$ cat src/rtl/srp16_pkg.sv
// srp16_pkg: shared encodings and types for the SRP16 memory arbiter.
package srp16_pkg;
    typedef enum logic [1:0] {
        ST_IDLE = 2'd0,
        ST_ACC0 = 2'd1,
        ST_ACC1 = 2'd2,
        ST_RESP = 2'd3
    } state_t;

    localparam logic ARB_CPU = 1'b0;
    localparam logic ARB_DMA = 1'b1;
    localparam int   STREAK_W = 4;

    typedef struct packed {
        logic        we;
        logic        word;
        logic [15:0] addr;
        logic [15:0] wdata;
    } req_t;
endpackage

$ cat src/rtl/srp16_mem_arbiter_if.sv
// srp16_mem_arbiter_if: one requester port of the arbiter (CPU or DMA).
interface srp16_mem_arbiter_if;
    logic        req;
    logic        we;
    logic        word;
    logic [15:0] addr;
    logic [15:0] wdata;
    logic        ack;
    logic [15:0] rdata;

    modport master (output req, we, word, addr, wdata, input ack, rdata);
    modport slave  (input req, we, word, addr, wdata, output ack, rdata);
endinterface

$ cat src/rtl/srp16_arb_pick.sv
// srp16_arb_pick: CPU-priority pick with a DMA anti-starvation streak counter.
module srp16_arb_pick
    import srp16_pkg::*;
#(
    parameter int CPU_BURST = 4
) (
    input  logic clk,
    input  logic reset,
    input  logic en,
    input  logic cpu_req,
    input  logic dma_req,
    input  logic lock,
    output logic grant,
    output logic pick_dma
);
    localparam logic [STREAK_W-1:0] BURST = STREAK_W'(CPU_BURST);

    logic [STREAK_W-1:0] streak;
    logic                dma_vis;

    // A held lock hides the DMA request and freezes the streak.
    always_comb begin
        dma_vis  = dma_req & ~lock;
        grant    = en & (cpu_req | dma_vis);
        pick_dma = dma_vis & (~cpu_req | (streak >= BURST));
    end

    always_ff @(posedge clk or negedge reset) begin
        if (!reset)
            streak <= '0;
        else if (grant & ~lock)
            streak <= (pick_dma | ~dma_req) ? '0 : ((&streak) ? streak : streak + 1'b1);
    end
endmodule

$ cat src/rtl/srp16_mem_arbiter.sv
// srp16_mem_arbiter: shares a byte-wide memory between CPU and DMA, splitting words into two byte accesses.
// Optional SRP16_MEM_ARB_LOCK_EN adds cpu_lock for atomic CPU read-modify-write sequences.
module srp16_mem_arbiter
    import srp16_pkg::*;
#(
    parameter int CPU_BURST = 4
) (
    input  logic                        clk,
    input  logic                        reset,
    srp16_mem_arbiter_if.slave          cpu,
    srp16_mem_arbiter_if.slave          dma,
`ifdef SRP16_MEM_ARB_LOCK_EN
    input  logic                        cpu_lock,
`endif
    output logic [15:0]                 mem_addr,
    output logic                        mem_rd,
    output logic                        mem_wr,
    output logic [7:0]                  mem_wdata,
    input  logic [7:0]                  mem_rdata,
    output logic                        busy,
    output logic                        gnt_dma
);
    state_t      state, state_nx;
    req_t        cur, sel;
    logic        owner;
    logic [7:0]  lo;
    logic [15:0] cpu_rd_q, dma_rd_q, fin;
    logic        grant, pick_dma, lock_eff, acc, hi, resp;

`ifdef SRP16_MEM_ARB_LOCK_EN
    logic lock_q;
    assign lock_eff = lock_q & cpu_lock;
    always_ff @(posedge clk or negedge reset) begin
        if (!reset)
            lock_q <= 1'b0;
        else if (cpu.ack & cpu_lock)
            lock_q <= 1'b1;
        else if (state == ST_IDLE && !cpu_lock)
            lock_q <= 1'b0;
    end
`else
    assign lock_eff = 1'b0;
`endif

    srp16_arb_pick #(.CPU_BURST(CPU_BURST)) u_pick (
        .clk      (clk),
        .reset    (reset),
        .en       (state == ST_IDLE),
        .cpu_req  (cpu.req),
        .dma_req  (dma.req),
        .lock     (lock_eff),
        .grant    (grant),
        .pick_dma (pick_dma)
    );

    always_comb begin
        sel = pick_dma ? '{dma.we, dma.word, dma.addr, dma.wdata}
                       : '{cpu.we, cpu.word, cpu.addr, cpu.wdata};
        state_nx = state;
        case (state)
            ST_IDLE: state_nx = grant ? ST_ACC0 : ST_IDLE;
            ST_ACC0: state_nx = cur.word ? ST_ACC1 : ST_RESP;
            ST_ACC1: state_nx = ST_RESP;
            default: state_nx = ST_IDLE;
        endcase
    end

    always_ff @(posedge clk or negedge reset) begin
        if (!reset) begin
            state    <= ST_IDLE;
            cur      <= '0;
            owner    <= ARB_CPU;
            lo       <= '0;
            cpu_rd_q <= '0;
            dma_rd_q <= '0;
        end else begin
            state <= state_nx;
            if (grant) begin
                cur   <= sel;
                owner <= pick_dma ? ARB_DMA : ARB_CPU;
            end
            if (state == ST_ACC1 && !cur.we)
                lo <= mem_rdata;
            if (resp && !cur.we) begin
                if (owner == ARB_DMA)
                    dma_rd_q <= fin;
                else
                    cpu_rd_q <= fin;
            end
        end
    end

    // Final byte arrives in RESP; present it combinationally so rdata is valid with ack.
    always_comb begin
        acc       = (state == ST_ACC0) || (state == ST_ACC1);
        hi        = (state == ST_ACC1);
        resp      = (state == ST_RESP);
        fin       = cur.word ? {mem_rdata, lo} : {8'h00, mem_rdata};
        mem_addr  = acc ? cur.addr + {15'b0, hi} : 16'h0000;
        mem_rd    = acc & ~cur.we;
        mem_wr    = acc & cur.we;
        mem_wdata = acc ? (hi ? cur.wdata[15:8] : cur.wdata[7:0]) : 8'h00;
        busy      = (state != ST_IDLE);
        gnt_dma   = owner;
        cpu.ack   = resp & (owner == ARB_CPU);
        dma.ack   = resp & (owner == ARB_DMA);
        cpu.rdata = (cpu.ack & ~cur.we) ? fin : cpu_rd_q;
        dma.rdata = (dma.ack & ~cur.we) ? fin : dma_rd_q;
    end
endmodule

$ cat src/flat_wrapper.sv
// flat-port wrapper written by rule: the top's interface ports become plain ports
module srp16_mem_arbiter_flat import srp16_pkg::*;
#(
    parameter int CPU_BURST = 4
)
  (clk, reset, mem_addr, mem_rd, mem_wr, mem_wdata, mem_rdata, busy, gnt_dma, cpu_req, cpu_we, cpu_word, cpu_addr, cpu_wdata, cpu_ack, cpu_rdata, dma_req, dma_we, dma_word, dma_addr, dma_wdata, dma_ack, dma_rdata);
  srp16_mem_arbiter_if cpu_i ();
  srp16_mem_arbiter_if dma_i ();
  input  logic clk;
  input  logic reset;
  output logic [15:0] mem_addr;
  output logic mem_rd;
  output logic mem_wr;
  output logic [7:0] mem_wdata;
  input  logic [7:0] mem_rdata;
  output logic busy;
  output logic gnt_dma;
  input wire logic [$bits(cpu_i.req)-1:0] cpu_req;
  input wire logic [$bits(cpu_i.we)-1:0] cpu_we;
  input wire logic [$bits(cpu_i.word)-1:0] cpu_word;
  input wire logic [$bits(cpu_i.addr)-1:0] cpu_addr;
  input wire logic [$bits(cpu_i.wdata)-1:0] cpu_wdata;
  output wire logic [$bits(cpu_i.ack)-1:0] cpu_ack;
  output wire logic [$bits(cpu_i.rdata)-1:0] cpu_rdata;
  input wire logic [$bits(dma_i.req)-1:0] dma_req;
  input wire logic [$bits(dma_i.we)-1:0] dma_we;
  input wire logic [$bits(dma_i.word)-1:0] dma_word;
  input wire logic [$bits(dma_i.addr)-1:0] dma_addr;
  input wire logic [$bits(dma_i.wdata)-1:0] dma_wdata;
  output wire logic [$bits(dma_i.ack)-1:0] dma_ack;
  output wire logic [$bits(dma_i.rdata)-1:0] dma_rdata;
  assign cpu_i.req = cpu_req;
  assign cpu_i.we = cpu_we;
  assign cpu_i.word = cpu_word;
  assign cpu_i.addr = cpu_addr;
  assign cpu_i.wdata = cpu_wdata;
  assign cpu_ack = cpu_i.ack;
  assign cpu_rdata = cpu_i.rdata;
  assign dma_i.req = dma_req;
  assign dma_i.we = dma_we;
  assign dma_i.word = dma_word;
  assign dma_i.addr = dma_addr;
  assign dma_i.wdata = dma_wdata;
  assign dma_ack = dma_i.ack;
  assign dma_rdata = dma_i.rdata;
  srp16_mem_arbiter #(.CPU_BURST(CPU_BURST)) u_core (.clk(clk), .reset(reset), .cpu(cpu_i), .dma(dma_i), .mem_addr(mem_addr), .mem_rd(mem_rd), .mem_wr(mem_wr), .mem_wdata(mem_wdata), .mem_rdata(mem_rdata), .busy(busy), .gnt_dma(gnt_dma));
endmodule
$ cat config.mk
export PLATFORM = sky130hd
export DESIGN_NAME = srp16_mem_arbiter_flat
export DESIGN_NICKNAME = d
export VERILOG_FILES = /design/src/rtl/srp16_pkg.sv /design/src/rtl/srp16_mem_arbiter_if.sv /design/src/rtl/srp16_arb_pick.sv /design/src/rtl/srp16_mem_arbiter.sv /design/src/flat_wrapper.sv
export SDC_FILE = /design/constraint.sdc
export NUM_CORES = 1
export LEC_CHECK = 0
export ABC_AREA = 1
export BUFFER_PORTS_ARGS = -buffer_cell sky130_fd_sc_hd__buf_4
export CORE_MARGIN = 2
export CORE_UTILIZATION = 50
export DETAILED_ROUTE_END_ITERATION = 10
export GPL_ROUTABILITY_DRIVEN = 0
export PLACE_DENSITY = 0.84
export SETUP_SLACK_MARGIN = 0.1
export SLEW_MARGIN = 20
export SYNTH_ARGS = -nofsm -noshare
export SYNTH_HDL_FRONTEND = slang
export SYNTH_SLANG_ARGS = --single-unit
$ cat constraint.sdc
create_clock -name clk -period 2.4 [get_ports clk]
set_input_delay 0.36 -clock clk [delete_from_list [all_inputs] [get_ports clk]]
set_output_delay 0.36 -clock clk [all_outputs]
set_load 0.1 [all_outputs]
Word level (Yosys, flattened, before mapping) --
Index checks and enable logic that the tools add are counted.
Storage, ports and cells: bits in registers 81, bits of input ports 80, output and inout port bits 62, logic and storage cells 55
Operators by class: $add $sub $neg 2, order comparisons 1, eq/ne operators 4, multiplexer cells 13, bitwise logic cells 15, reduce and logical (&&, ||, !) cells 10
Operator list (number):
- $mux 16 | 4
- $mux 34 | 1
- $add 16x1->16 | 1
- $mux 8 | 2
- $and 1x1->1 | 8
- $mux 4 | 2
- $pmux 2 s3 | 1
- $reduce_and 2->1 | 3
- $add 4x1->4 const B | 1
- $eq 2x2->1 const B | 2
- $ge 4x3->1 const B | 1
- $not 1->1 | 4
- $reduce_and 4->1 | 1
- $mux 1 | 3
- $or 1x1->1 | 3
- $eq 2x1->1 const B | 1
- $logic_and 1x1->1 | 2
- $logic_not 2->1 | 1
- $ne 2x2->1 const B | 1
- $reduce_bool 2->1 | 1
- $logic_not 1->1 | 1
- $logic_or 1x1->1 | 1

Depth between registers and ports, before layout --
depth after elaboration 6, gate-level depth with buffers 11, mapped depth without buffers 11

Hierarchy --
Synthesis repeated with hierarchy kept, for this count alone.
Second synthesis, totals: cells, all modules 558, area total of the unflattened synthesis 4296.6 um2
By module, submodules not included:
- srp16_mem_arbiter | instances 1, cells each 528, area each 4065.1 um2, seq. area each 1926.8 um2
- srp16_arb_pick | instances 1, cells each 30, area each 231.5 um2, seq. area each 100.1 um2

Worst setup path after synthesis --
OpenSTA, ideal clock, no wires.
path kind register -> output, from reg u_core.owner (netlist: u_core.gnt_dma), to out cpu_rdata[13], data arrival time 4.946 ns, required time 2.040 ns, setup slack -2.906 ns, stages on the path, launching flop included 5, path buffers 1, path through dfrtp_1 -> nor2_1 -> nand2_1 -> clkbuf_1 -> o21ai_0
Between the ends: word-level cells in the longest chain between the ends 4
RTL lines:
- start, declared | line srp16_mem_arbiter.sv:25 | logic owner;
- start signal, assigned | line srp16_mem_arbiter.sv:80 | owner <= pick_dma ? ARB_DMA : ARB_CPU;
- $not 1->1 | line srp16_mem_arbiter.sv:105 | cpu.ack = resp & (owner == ARB_CPU);
- $and 1x1->1 | line srp16_mem_arbiter.sv:105
- via cpu_ack | line flat_wrapper.sv:23 | output wire logic [$bits(cpu_i.ack)-1:0] cpu_ack;
- $and 1x1->1 | line srp16_mem_arbiter.sv:107 | cpu.rdata = (cpu.ack & ~cur.we) ? fin : cpu_rd_q;
- $mux 16 | line srp16_mem_arbiter.sv:107
- end, declared | line flat_wrapper.sv:24 | output wire logic [$bits(cpu_i.rdata)-1:0] cpu_rdata;
The timed path passes the listed nets, and every way through them passes these cells.

Worst setup path in the final report --
from reg u_core.state[0], to out mem_addr[11]
Between the ends: word-level cells in the longest chain between the ends 3
RTL lines:
- start, declared | line srp16_mem_arbiter.sv:23 | state_t state, state_nx;
- start signal, assigned | line srp16_mem_arbiter.sv:77 | state <= state_nx;
- $eq 2x2->1 / $eq 2x1->1 (equally long branches) | line srp16_mem_arbiter.sv:95, srp16_mem_arbiter.sv:96
- $add 16x1->16 / $logic_or 1x1->1 (equally long branches) | line srp16_mem_arbiter.sv:99, srp16_mem_arbiter.sv:95
- $mux 16 (*) | line srp16_mem_arbiter.sv:99 | mem_addr = acc ? cur.addr + {15'b0, hi} : 16'h0000;
- end, declared | line flat_wrapper.sv:11 | output logic [15:0] mem_addr;
Every way passes the cells marked *; elsewhere a longest branch is shown, timed or not.

==> impl_metrics.tcl <==
set metrics [dict create \
    cts_buffer_depth 2 \
    synth_seq_area_share 0.449 \
    final_antenna_net_count 0 \
    grt_max_degree 61 \
    worstPathCellList "inv_2 -> ha_4 -> ha_4 -> nand2_2 -> nor2_4 -> nand2_2 -> o21bai_1 -> nand2_1 -> nor2_4 -> buf_12" \
    crit_slowest_cell "dfrtp_1" \
    first_iter_violations 417 \
    dr.pass1.iters 5 \
    grt_setup_unrepaired "yes" \
    multi_input_area_mm2 0.00287 \
    vias_per_cell 5.77 \
    drv_cap 0 \
    crit_path_start_kind "flip-flop" \
    clock-sinks 81 \
    hold_viol 0 \
    grt_pass1_vias 4741 \
    failed_checks "negative setup slack" \
    max_freq_ghz 0.396 \
    post-route-period-util 1.05 \
    dieWidth_um 99.0 \
    nets 873 \
    vias 5191 \
    path_buf_inv 2 \
    cts_buffers 9 \
    antenna_found_initial 0 \
    fin_ws_ns -0.125 \
    die_area_mm2 0.00980 \
    skew_ns 0.0140 \
    syn_area_mm2 0.00451 \
    initial_utilization 0.518 \
    cts_hold_buf 0 \
    row_count 34 \
    n_antenna_cell 0 \
    synth.net_count 711 \
    final_cell_mix "nand2_1 (219), buf_4 (110), dfrtp_1 (78)" \
    slowest_delay_ns 0.42 \
    ys_ff_latch 81 \
    grt_pass1_wl_um 22300 \
    clock_latency_ns 0.36 \
    final-max-slew-violation-count 0 \
    hp-class "input pin to async pin" \
    worstMarginPinSlew_ns 0.753 \
    routed_wl_um 16700 \
    end_kind "output pin" \
    track_usage 0.282 \
    route.detailed.drc 0 \
    syn_inst 624 \
    worstPathMaxFanout 3 \
    ys_types 24 \
    io_pins 142 \
    setup_tns_ns -0.164 \
    clockRootBuffer "clkbuf_8" \
    maxSlewHeadroom 0.498 \
    criticalPathCategory "flip-flop to output pin" \
    grt_overflow 0 \
    cp.required_ns 2.04 \
    crit_arrival_ns 2.16 \
    fin_crit_ns 2.52 \
    htree_levels 3 \
    die_h_um 99.0 \
    yosysWarnings 0 \
    clk_pin_slew_ns 0.09 \
    setup_violations 3 \
    final_common_cell "nand2_1" \
    dp_hpwl_um 8820 \
    register_area_mm2 0.00203 \
    area_growth_pct 68.8 \
    cts_tree "built" \
    fillerInstances 388 \
    status "finished with violations" \
    coreArea_mm2 0.00872 \
    drive_above_1_share 0.418 \
    synth_area_per_cell_um2 7.23 \
    wire_per_inst_um 18.6 \
    critPathTopFamily "simple AND/OR/NAND/NOR gates" \
    portBuffers 141 \
]
## cell type report
| class | instances | area share |
|---|---|---|
| clock inverter | 7 | 0.00985 |
| inverter | 47 | 0.0241 |
| timing repair buffer | 181 | 0.288 |
| multi-input combinational | 466 | 0.377 |
| clock buffer | 9 | 0.0163 |
| sequential | 81 | 0.267 |
| tap | 108 | 0.0177 |
## cells by family (layout without fill, tap and decap cells)
family,count (synthesis),count (layout),synth area share
and+or+nand+nor,351,351,0.306
AOI/OAI and AO/OA,91,91,0.105
adders and majority gates,7,7,0.0194
DFF,81,81,0.449
muxes,17,17,0.0449
buffers and inverters,77,244,0.0754
## path summary, 6_finish.rpt
check / start / slack (ns) / cells past startpoint / endpoint
max: u_core.state[0] / -0.12 / 10 / mem_addr[11]
min: reset / 0.07 / 1 / u_core.cpu_rd_q[11]
max reg2reg: u_core.state[0] / 0.54 / 8 / u_core.dma_rd_q[1]
min reg2reg: u_core.cur[2] / 0.50 / 2 / u_core.cur[2]
max in group asynchronous: reset / 1.65 / 2 / u_core.cur[18]
min in group clk: cpu_wdata[2] / 0.28 / 5 / u_core.cur[2]
## flip-flops by register name, indices dropped and copies added (netlist names)
name / cells
u_core.cpu_rd_q: 16
u_core.cur: 34
u_core.dma_rd_q: 16
u_core.gnt_dma: 1
u_core.lo: 8
u_core.state: 2
u_core.u_pick.streak: 4
## cells in the mapped netlist
cell | instances | area [µm²]
nand2_1 | 254 | 953
dfrtp_1 | 81 | 2030
o21ai_0 | 62 | 310
nor2_1 | 53 | 199
inv_1 | 46 | 173
nand3_1 | 39 | 195
a21oi_1 | 24 | 120
mux2_2 | 16 | 180
buf_2 | 11 | 55.1
clkbuf_1 | 10 | 37.5
ha_1 | 7 | 87.6
buf_4 | 4 | 30.0
buf_6 | 3 | 33.8
buf_1 | 2 | 7.51
nor3_1 | 2 | 10.0
o21bai_1 | 2 | 15.0
a22oi_1 | 1 | 7.51
inv_2 | 1 | 3.75
mux2i_4 | 1 | 22.5
nand2_2 | 1 | 6.26
nand3_2 | 1 | 10.0
nand3b_1 | 1 | 7.51
o21ai_4 | 1 | 16.3
o22ai_1 | 1 | 6.26
## stage by stage
step | cell area (µm²) | std cells | setup slack, ns | hold slack, ns | utilization
CTS | 6830 | 879 | 0.0653 | 0.0862 | 0.783
floorplan | 4930 | 624 | -0.0491 | 0.0644 | -
finish | 7620 | 899 | -0.125 | 0.0674 | 0.874
detailed placement | 6050 | 853 | 0.141 | 0.462 | 0.694
global route | 7620 | 899 | -0.209 | 0.133 | 0.874
global placement | 6050 | 853 | 0.209 | 0.460 | 0.694
## repair_timing
item	CTS	global route
gates cloned	2	4
setup buffers	8	17
pin swaps	12	18
resized for setup	122	151
hold endpoints to repair	0	0
setup endpoints to repair	47	55
## metal layers
metal | part of all wire | wire length (µm) | global-route usage
met2 | 0.51 | 8450 | 0.483
met5 | 0 | 0 | 0
met4 | 0.052 | 867 | 0.112
met3 | 0.082 | 1370 | 0.0489
met1 | 0.36 | 6050 | 0.356
## worst reg2reg max path: cells and delay by family (launching register included)
kind / cells / cell delay (ns)
buffers and inverters: 4 / 0.61
AND/OR/NAND/NOR: 2 / 0.24
multiplexers: 1 / 0.34
flip-flops: 1 / 0.41
adder cells (fa/ha/maj): 1 / 0.16
Power is not shown: default switching activity piles up to over one toggle a cycle in this logic, so the estimate is an artifact.
